[src/rtl/renderer_pkg.sv]
// Shared types and constants for the sprite rectangle renderer.
package renderer_pkg;

  // Signed object-coordinate width; wide enough for centre offset plus size.
  localparam int unsigned COORD_W = 13;
  // Width of window coordinates, object sizes and raster counters.
  localparam int unsigned SCR_W   = 10;
  // Width of signed centre-relative displacements.
  localparam int unsigned DX_W    = 12;
  // Colour storage width inside an object box (RGB444 in [11:0]).
  localparam int unsigned COLOR_W = 16;

  localparam logic [COLOR_W-1:0] RGB_BLACK = 16'h0000;
  localparam logic [COLOR_W-1:0] RGB_WHITE = 16'h0FFF;
  localparam logic [COLOR_W-1:0] RGB_RED   = 16'h0F00;
  localparam logic [COLOR_W-1:0] RGB_GREEN = 16'h00F0;
  localparam logic [COLOR_W-1:0] RGB_BLUE  = 16'h000F;

  typedef enum logic [1:0] {
    IDLE   = 2'd0,
    RUN    = 2'd1,
    FINISH = 2'd2
  } state_t;

  // Latched screen-space box of one object; x1/y1 are exclusive.
  typedef struct packed {
    logic                       en;
    logic signed [COORD_W-1:0]  x0;
    logic signed [COORD_W-1:0]  x1;
    logic signed [COORD_W-1:0]  y0;
    logic signed [COORD_W-1:0]  y1;
    logic        [COLOR_W-1:0]  color;
  } obj_box_t;

endpackage

[src/rtl/rect_hit_test.sv]
// Combinational point-in-rectangle test for one object box.
// Ports: box (latched object box), x/y (current pixel), hit (pixel covered).
module rect_hit_test
  import renderer_pkg::*;
(
  input  obj_box_t           box,
  input  logic [SCR_W-1:0]   x,
  input  logic [SCR_W-1:0]   y,
  output logic               hit
);

  logic signed [COORD_W-1:0] xs;
  logic signed [COORD_W-1:0] ys;
  logic signed [COORD_W-1:0] bx0;
  logic signed [COORD_W-1:0] bx1;
  logic signed [COORD_W-1:0] by0;
  logic signed [COORD_W-1:0] by1;

  // Pixel coordinates are non-negative; zero-extend so the compare stays signed.
  assign xs  = {{(COORD_W-SCR_W){1'b0}}, x};
  assign ys  = {{(COORD_W-SCR_W){1'b0}}, y};
  assign bx0 = box.x0;
  assign bx1 = box.x1;
  assign by0 = box.y0;
  assign by1 = box.y1;

  assign hit = box.en && (bx0 <= xs) && (xs < bx1) && (by0 <= ys) && (ys < by1);

endmodule

[src/rtl/sprite_rect_renderer.sv]
// Rasterises N_OBJ solid rectangles over a background colour into a
// ready/valid framebuffer write port, full frame or clipped window.
// Ports: clk, rst (sync, active-high); start/full_mode/win_* control;
// obj_* per-object descriptors; fb_ready in; fb_we/fb_addr/fb_wdata write
// port; busy (not IDLE); done (one-cycle pulse in FINISH).
module sprite_rect_renderer
  import renderer_pkg::*;
#(
  parameter int unsigned          W        = 320,
  parameter int unsigned          H        = 240,
  parameter int unsigned          N_OBJ    = 4,
  parameter int unsigned          PIX_BITS = 16,
  parameter int unsigned          ADDR_W   = 17,
  parameter logic [PIX_BITS-1:0]  BG_COLOR = '0
) (
  input  logic                               clk,
  input  logic                               rst,
  input  logic                               start,
  input  logic                               full_mode,
  input  logic [SCR_W-1:0]                   win_x0,
  input  logic [SCR_W-1:0]                   win_x1,
  input  logic [SCR_W-1:0]                   win_y0,
  input  logic [SCR_W-1:0]                   win_y1,
  input  logic [N_OBJ-1:0]                   obj_en,
  input  logic [N_OBJ-1:0][DX_W-1:0]         obj_dx,
  input  logic [N_OBJ-1:0][DX_W-1:0]         obj_dy,
  input  logic [N_OBJ-1:0][SCR_W-1:0]        obj_w,
  input  logic [N_OBJ-1:0][SCR_W-1:0]        obj_h,
  input  logic [N_OBJ-1:0][PIX_BITS-1:0]     obj_color,
  input  logic                               fb_ready,
  output logic                               fb_we,
  output logic [ADDR_W-1:0]                  fb_addr,
  output logic [PIX_BITS-1:0]                fb_wdata,
  output logic                               busy,
  output logic                               done
);

  localparam logic [SCR_W-1:0] X_MAX = SCR_W'(W - 1);
  localparam logic [SCR_W-1:0] Y_MAX = SCR_W'(H - 1);

  // Start row base by shift-and-add over the constant width (no multiplier).
  function automatic logic [ADDR_W-1:0] row_base_of(input logic [SCR_W-1:0] yv);
    logic [ADDR_W-1:0] acc;
    acc = '0;
    for (int b = 0; b < 16; b++) begin
      if (((W >> b) & 32'd1) != 32'd0) acc = acc + (ADDR_W'(yv) << b);
    end
    return acc;
  endfunction

  state_t            state_q, state_d;
  logic [SCR_W-1:0]  x_q, x_d, y_q, y_d;
  logic [ADDR_W-1:0] row_q, row_d;
  logic [SCR_W-1:0]  x0_q, x1_q, y1_q;
  logic              latch;

  obj_box_t          box_q [N_OBJ];
  obj_box_t          box_d [N_OBJ];
  logic [N_OBJ-1:0]  hit;
  logic [PIX_BITS-1:0] pix;

  logic [SCR_W-1:0]  sx0, sx1, sy0, sy1;
  logic              win_empty;

  // Scan bounds as they would be latched this cycle.
  always_comb begin
    if (full_mode) begin
      sx0 = '0;
      sx1 = X_MAX;
      sy0 = '0;
      sy1 = Y_MAX;
    end else begin
      sx0 = win_x0;
      sx1 = (win_x1 > X_MAX) ? X_MAX : win_x1;
      sy0 = win_y0;
      sy1 = (win_y1 > Y_MAX) ? Y_MAX : win_y1;
    end
  end

  assign win_empty = (sx0 > sx1) || (sy0 > sy1);

  // Object boxes in screen space; 13-bit wraparound arithmetic is intended.
  always_comb begin
    for (int i = 0; i < N_OBJ; i++) begin
      box_d[i].en    = obj_en[i];
      box_d[i].x0    = COORD_W'(W / 2) - COORD_W'(obj_w[i] >> 1)
                     + {obj_dx[i][DX_W-1], obj_dx[i]};
      box_d[i].y0    = COORD_W'(H / 2) - COORD_W'(obj_h[i] >> 1)
                     + {obj_dy[i][DX_W-1], obj_dy[i]};
      box_d[i].x1    = box_d[i].x0 + COORD_W'(obj_w[i]);
      box_d[i].y1    = box_d[i].y0 + COORD_W'(obj_h[i]);
      box_d[i].color = COLOR_W'(obj_color[i]);
    end
  end

  // Next-state and raster advance; moves only on an accepted write.
  always_comb begin
    state_d = state_q;
    x_d     = x_q;
    y_d     = y_q;
    row_d   = row_q;
    latch   = 1'b0;
    case (state_q)
      IDLE: begin
        if (start) begin
          latch   = 1'b1;
          x_d     = sx0;
          y_d     = sy0;
          row_d   = row_base_of(sy0);
          state_d = win_empty ? FINISH : RUN;
        end
      end
      RUN: begin
        if (fb_ready) begin
          if (x_q == x1_q) begin
            if (y_q == y1_q) begin
              state_d = FINISH;
            end else begin
              x_d   = x0_q;
              y_d   = y_q + SCR_W'(1);
              row_d = row_q + ADDR_W'(W);
            end
          end else begin
            x_d = x_q + SCR_W'(1);
          end
        end
      end
      FINISH: begin
        state_d = IDLE;
        x_d     = '0;
        y_d     = '0;
        row_d   = '0;
      end
      default: state_d = IDLE;
    endcase
  end

  // State and raster counters.
  always_ff @(posedge clk) begin
    if (rst) begin
      state_q <= IDLE;
      x_q     <= '0;
      y_q     <= '0;
      row_q   <= '0;
    end else begin
      state_q <= state_d;
      x_q     <= x_d;
      y_q     <= y_d;
      row_q   <= row_d;
    end
  end

  // Render parameters captured at start.
  always_ff @(posedge clk) begin
    if (rst) begin
      for (int i = 0; i < N_OBJ; i++) box_q[i] <= '0;
      x0_q <= '0;
      x1_q <= '0;
      y1_q <= '0;
    end else if (latch) begin
      for (int i = 0; i < N_OBJ; i++) box_q[i] <= box_d[i];
      x0_q <= sx0;
      x1_q <= sx1;
      y1_q <= sy1;
    end
  end

  for (genvar g = 0; g < N_OBJ; g++) begin : g_hit
    rect_hit_test u_hit (
      .box (box_q[g]),
      .x   (x_q),
      .y   (y_q),
      .hit (hit[g])
    );
  end

  // Lowest-index hit wins: scan from the top so lower indices overwrite.
  always_comb begin
    pix = BG_COLOR;
    for (int i = N_OBJ - 1; i >= 0; i--) begin
      if (hit[i]) pix = PIX_BITS'(box_q[i].color);
    end
  end

  assign fb_we    = (state_q == RUN);
  assign busy     = (state_q != IDLE);
  assign done     = (state_q == FINISH);
  assign fb_addr  = row_q + ADDR_W'(x_q);
  assign fb_wdata = (state_q == RUN) ? pix : BG_COLOR;

endmodule

[config.mk]
export PLATFORM = sky130hd
export DESIGN_NAME = sprite_rect_renderer
export DESIGN_NICKNAME = d
export VERILOG_FILES = /design/src/rtl/renderer_pkg.sv /design/src/rtl/rect_hit_test.sv /design/src/rtl/sprite_rect_renderer.sv
export SDC_FILE = /design/constraint.sdc
export NUM_CORES = 1
export LEC_CHECK = 0
export ABC_AREA = 1
export CORE_MARGIN = 2
export CORE_UTILIZATION = 55
export CTS_BUF_LIST = sky130_fd_sc_hd__clkbuf_16
export DETAILED_ROUTE_END_ITERATION = 16
export GPL_ROUTABILITY_DRIVEN = 0
export GPL_TIMING_DRIVEN = 0
export HOLD_SLACK_MARGIN = 0.08
export PLACE_DENSITY_LB_ADDON = 0.1
export SETUP_SLACK_MARGIN = 0.2
export SLEW_MARGIN = 20
export SYNTH_ARGS = -nofsm -noshare
export SYNTH_HDL_FRONTEND = slang
export SYNTH_SLANG_ARGS = --single-unit
[constraint.sdc]
create_clock -name clk -period 28.8 [get_ports clk]
set_input_delay 5.76 -clock clk [delete_from_list [all_inputs] [get_ports clk]]
set_output_delay 5.76 -clock clk [all_outputs]
set_load 0.005 [all_outputs]
# == After elaboration in Yosys (flattened, before gate mapping) ==
# Memories as Yosys holds them, arrays and structs flattened.
# Index checks and enable logic that the tools add are counted.
# word_totals
regBits,69
mem_bits_rw,276
in_bits,289
out_inout_bits,36
elab_cells,139
memories,1
# mem_list
memory,depth,word_bits,rd,rd_clocked_by_memory_dff,wr,line,text
box_q,4,69,4,0,4,sprite_rect_renderer.sv:57,obj_box_t box_q [N_OBJ];
# op_classes
addsub,29
n_lt_le_gt_ge,20
eq_ne,10
muxes,45
bitwise_logic,4
n_reduce_logical,23
# ops
op,count
two-way mux 69 bit,4
two-way mux 10 bit,14
adder 10 x 12 -> 13 bit,8
adder 13 x 10 -> 13 bit,8
less-or-equal comparator 13 x 11 -> 1 bit,8
less-than comparator 11 x 13 -> 1 bit,8
two-way mux 17 bit,6
two-way mux 16 bit,5
case mux 10 bit (3 select lines),2
case mux 17 bit (3 select lines),1
subtractor 7 x 9 -> 10 bit (first input constant),4
subtractor 8 x 9 -> 10 bit (first input constant),4
adder 10 x 1 -> 10 bit (second input constant),2
equality test 10 bit,2
> comparator 10 bit,2
adder 17 x 10 -> 17 bit,1
adder 17 bit,1
adder 17 x 9 -> 17 bit (second input constant),1
logical AND 1 bit,16
> comparator 10 x 8 -> 1 bit (second input constant),1
> comparator 10 x 9 -> 1 bit (second input constant),1
two-way mux 2 bit,5
AND reduction 4 bit,2
two-way mux 1 bit,7
12 further kinds,18

# == Logic depth before layout (Yosys ltp) ==
# An unclocked memory read counts as a cell.
# depth
ltp_word,11
depth_mapped,24
mapped_depth_nobuf,24

# == Modules after synthesis ==
# Synthesis repeated with hierarchy kept, for this count alone.
# unflattened
cells_unflattened,4231
area_unflattened_um2,30289.0
# modules_own_cells
mod,instances,cells_per_inst,area_each_um2,seq_area_each_um2
sprite_rect_renderer,1,3399,25564.5,9549.2
rect_hit_test,4,208,1181.1,0.0

# == Least setup slack after synthesis ==
# No wires, ideal clock.
# synth_timing
path_type,input to register
start,in start
end,"mem box_q[0][0] (netlist name), enable pin"
arrival_time_ps,13732
required_time_ps,28052
setup_slack_ps,14320
path_stages,3
n_path_buf,1
cell_sequence,nand2_1 > nand2_1 > clkbuf_1
# synth_lines
element,line,text
"start, declared",sprite_rect_renderer.sv:18,"input logic start,"
"end, declared",sprite_rect_renderer.sv:57,

# == Worst setup path after layout ==
# layout_timing
start,reg x_q[2]
end,out fb_wdata[0]
# layout_between
elab_chain_cells,10
word_cells_on_any_way,29
# layout_rtl
element,line,text
"start, declared",sprite_rect_renderer.sv:52,"logic [SCR_W-1:0] x_q, x_d, y_q, y_d;"
"start signal, assigned",sprite_rect_renderer.sv:142,x_q <= '0;
"start signal, assigned",sprite_rect_renderer.sv:147,x_q <= x_d;
less-or-equal comparator 13 x 11 -> 1 bit,rect_hit_test.sv:27,assign hit = box.en && (bx0 <= xs) && (xs < bx1) && (by0 <= ys) && (ys < by1);
logical AND 1 bit (4 in series),rect_hit_test.sv:27,
two-way mux 16 bit (3 in series),sprite_rect_renderer.sv:181,if (hit[i]) pix = PIX_BITS'(box_q[i].color);
two-way mux 16 bit (*),sprite_rect_renderer.sv:181,
two-way mux 16 bit (*),sprite_rect_renderer.sv:189,assign fb_wdata = (state_q == RUN) ? pix : BG_COLOR;
"end, declared",sprite_rect_renderer.sv:33,"output logic [PIX_BITS-1:0] fb_wdata,"
# Mark *: on every way between the ends. The rest lies on a longest branch, timed or not.

==> impl_metrics.py <==
metrics = {
    "sta": {
        "finClkSkew_ns": 0.01304,
        "finalHoldViolCount": 0,
        "fin_crit_ns": 10.53,
        "holdWs_ns": 0.4433,
        "fmax_mhz": 94.97,
        "setup-tns-final_ns": 0,
        "grt_setup_unrepaired": "no",
        "setup_violations": 0,
        "tightest_slew_ns": 1.097,
        "slew_headroom_pct": 26.85,
        "fin_crit_sh_pct": 36.56,
        "slew_violations": 0,
    },
    "setup_path": {
        "critical_path_class": "register to output port",
        "slowest_delay_ns": 0.85,
        "cp.arrival_ns": 4.77,
        "endpoint_kind": "output port",
        "cp-start-kind": "register",
        "cp.required_ns": 23.04,
        "cp_max_fo": 10,
        "path_cells": "inv_1, ha_1, a21oi_1, o21ai_0, o21ai_0, nand3_1, nand3_1, nand3_1, nor2_1, buf_2, nor2_1, a21oi_1, clkdlybuf4s50_1",
        "path_common_cell": "nand3_1",
        "slowest_stage": "dfxtp_1",
    },
    "detailed_routing": {
        "routedWlPerCell_um": 16.87,
        "initialDrtViolationCount": 2227,
        "drc": 0,
        "vias": 25740,
        "detail-route-antenna-nets": 0,
        "postRouteWirelength_mm": 80.99,
        "drt_first_pass_iters": 5,
        "post_drt_via_cell_ratio": 5.361,
    },
    "power_and_ir_drop": {
        "vdd_drop_max_v": 0.00004097,
        "power_mw": 2.455,
        "p_leak_nw": 16.23,
        "p_per_area_nw_per_um2": 72.62,
    },
    "clock_tree": {
        "cts_buffers": 39,
        "cts-resized-gates": 0,
        "cts.path.max_buffers": 3,
        "cts_root_buffer": "clkbuf_16",
        "cts_tree": "yes",
        "clock_sinks": 339,
        "cts_setup_buffers": 0,
        "clk_pin_slew_ns": 0.05,
        "htreeDepth": 2,
        "cts-hold-fix-buffers": 0,
        "worstSkewPairLatency_ns": 0.56,
    },
    "yosys": {
        "ys_types": 56,
        "synth-main-ff-cell": "edfxtp_1",
        "avgSynthCellArea_sq_um": 7.632,
        "synth-edff-count": 276,
        "synth_cells": 3719,
        "async_flop_share_pct": 0,
        "synth_seq_cells": 339,
        "seq_area_frac_synth_pct": 33.64,
        "syn-cell-area_sq_um": 28380,
        "yosysWarnings": 0,
    },
    "die": {
        "dieArea_sq_um": 53440,
        "rows": 83,
        "die_h_um": 231.2,
        "start_util_pct": 55.44,
        "pin_count": 325,
        "die-width_um": 231.2,
        "core-area_sq_um": 51200,
    },
    "run_status": {
        "status": "complete, no violations",
    },
    "placed_design": {
        "portBuffers": 323,
        "dp_hpwl_mm": 63.58,
        "dp_cells": 4730,
    },
    "cells_and_area": {
        "final_common_cell": "inv_1",
        "final_cell_mix": "inv_1, nand2_1, nor2_1",
        "fin_nets": 4782,
        "nFillCells": 4505,
        "area_delta_synth_final_pct": 19.08,
        "layout-drive-gt1-share_pct": 2.939,
        "final_cells": 4801,
    },
    "global_routing": {
        "grt_usage_pct": 30.11,
        "first_global_vias": 23780,
        "antenna_found_initial": 4,
        "grt_pass1_wl_mm": 124.9,
        "overflow": 0,
        "grt_max_degree": 50,
    },
    "hold_path": {
        "hold_path_class": "register to register",
    },
    "run": {
        "drv_cap": 0,
    },
}
[Yosys cell counts, drive strengths merged, types with 2 or more instances]
cell type / instances / area share [%]
inv: 664 / 8.8
nand2: 651 / 8.7
nor2: 444 / 5.9
ha: 384 / 17
a21oi: 372 / 6.7
edfxtp: 276 / 29
o21ai: 210 / 3.7
nand3: 181 / 3.2
xor2: 116 / 3.6
nor3: 79 / 1.5
dfxtp: 63 / 4.4
clkbuf: 41 / 0.54
buf: 30 / 0.66
nand4: 28 / 0.62
xnor2: 24 / 0.74
fa: 18 / 1.3
nand3b: 18 / 0.48
o22ai: 18 / 0.40
o21a: 17 / 0.45
o21bai: 14 / 0.37
o211ai: 13 / 0.34
or2: 11 / 0.24
a22oi: 9 / 0.24
nor4: 8 / 0.20
o2111ai: 7 / 0.22
a21boi: 4 / 0.11
a32oi: 3 / 0.093
nor3b: 3 / 0.079
nor4b: 2 / 0.062
o31a: 2 / 0.062
[worst paths after layout]
path	startpoint	endpoint	slack [ns]	cells past startpoint
max	x_q[2]	fb_wdata[0]	18.27	13
min	y1_q[9]	y1_q[9]	0.44	2
max reg2reg	state_q[1]	box_q[2][57]	25.41	8
min reg2reg	y1_q[9]	y1_q[9]	0.44	2
[worst max-delay path: cells and delay by family, from the launching register on]
family                   cells  cell delay [ns]
adder cells (fa/ha/maj)      1             0.45
buffers and inverters        3             1.38
flip-flops                   1             0.85
AND/OR/NAND/NOR              5             0.83
AO/OA/AOI/OAI                4             0.70
[cells by family after synthesis]
kind of cell | synth area share [%]
AND/OR/NAND/NOR | 21.08
buffers and inverters | 9.998
AO/OA/AOI/OAI | 12.75
adder cells (fa/ha/maj) | 18.20
flip-flops | 33.64
XOR/XNOR | 4.320
other | 0.01321
[cell type report]
class                      instances  area (sq um)  share of cell area, %
inverter                         665          2496                  7.385
clock inverter                    25         127.6                 0.3776
multi-input combinational       2646         16000                  47.35
clock buffer                      42          1051                  3.110
buffer                            71         349.1                  1.033
tap                              680         850.8                  2.517
sequential                       339          9549                  28.25
antenna                            4         10.01                0.02962
timing repair buffer             329          3361                  9.943
[state kept, by name, indices dropped and copies added, names as in the netlist]
| register | flops |
|---|---|
| row_q | 11 |
| box_q | 276 |
| state_q | 2 |
| x_q | 10 |
| y1_q | 10 |
| y_q | 10 |
| x1_q | 10 |
| x0_q | 10 |
[where the power goes]
part / switching, mW / internal [mW] / total [mW]
clock network: 0.201 / 0.269 / 0.470
registers: 0.0975 / 0.693 / 0.790
logic: 0.751 / 0.443 / 1.19
total: 1.05 / 1.40 / 2.45
[routing by layer]
metal | track usage (%) | part of all wire, % | vias up
li1 | - | - | 13050
met1 | 40.66 | 43 | 11570
met2 | 48.14 | 44 | 954
met3 | 5.561 | 9.2 | 161
met4 | 11.29 | 3.6 | 4
met5 | 0 | 0.032 | -
[through the flow]
step | setup slack (ns) | instance area (sq um) | utilization (%)
final | 18.27 | 33800 | 66.02
after global routing | 18.19 | 33790 | 66.00
after CTS | 18.38 | 33790 | 66.00
after detailed placement | 18.93 | 32610 | 63.69
after global placement | 10.09 | 32470 | 63.43
after floorplan | 14.32 | 28390 | -
Power figures use the tool's default switching activity.
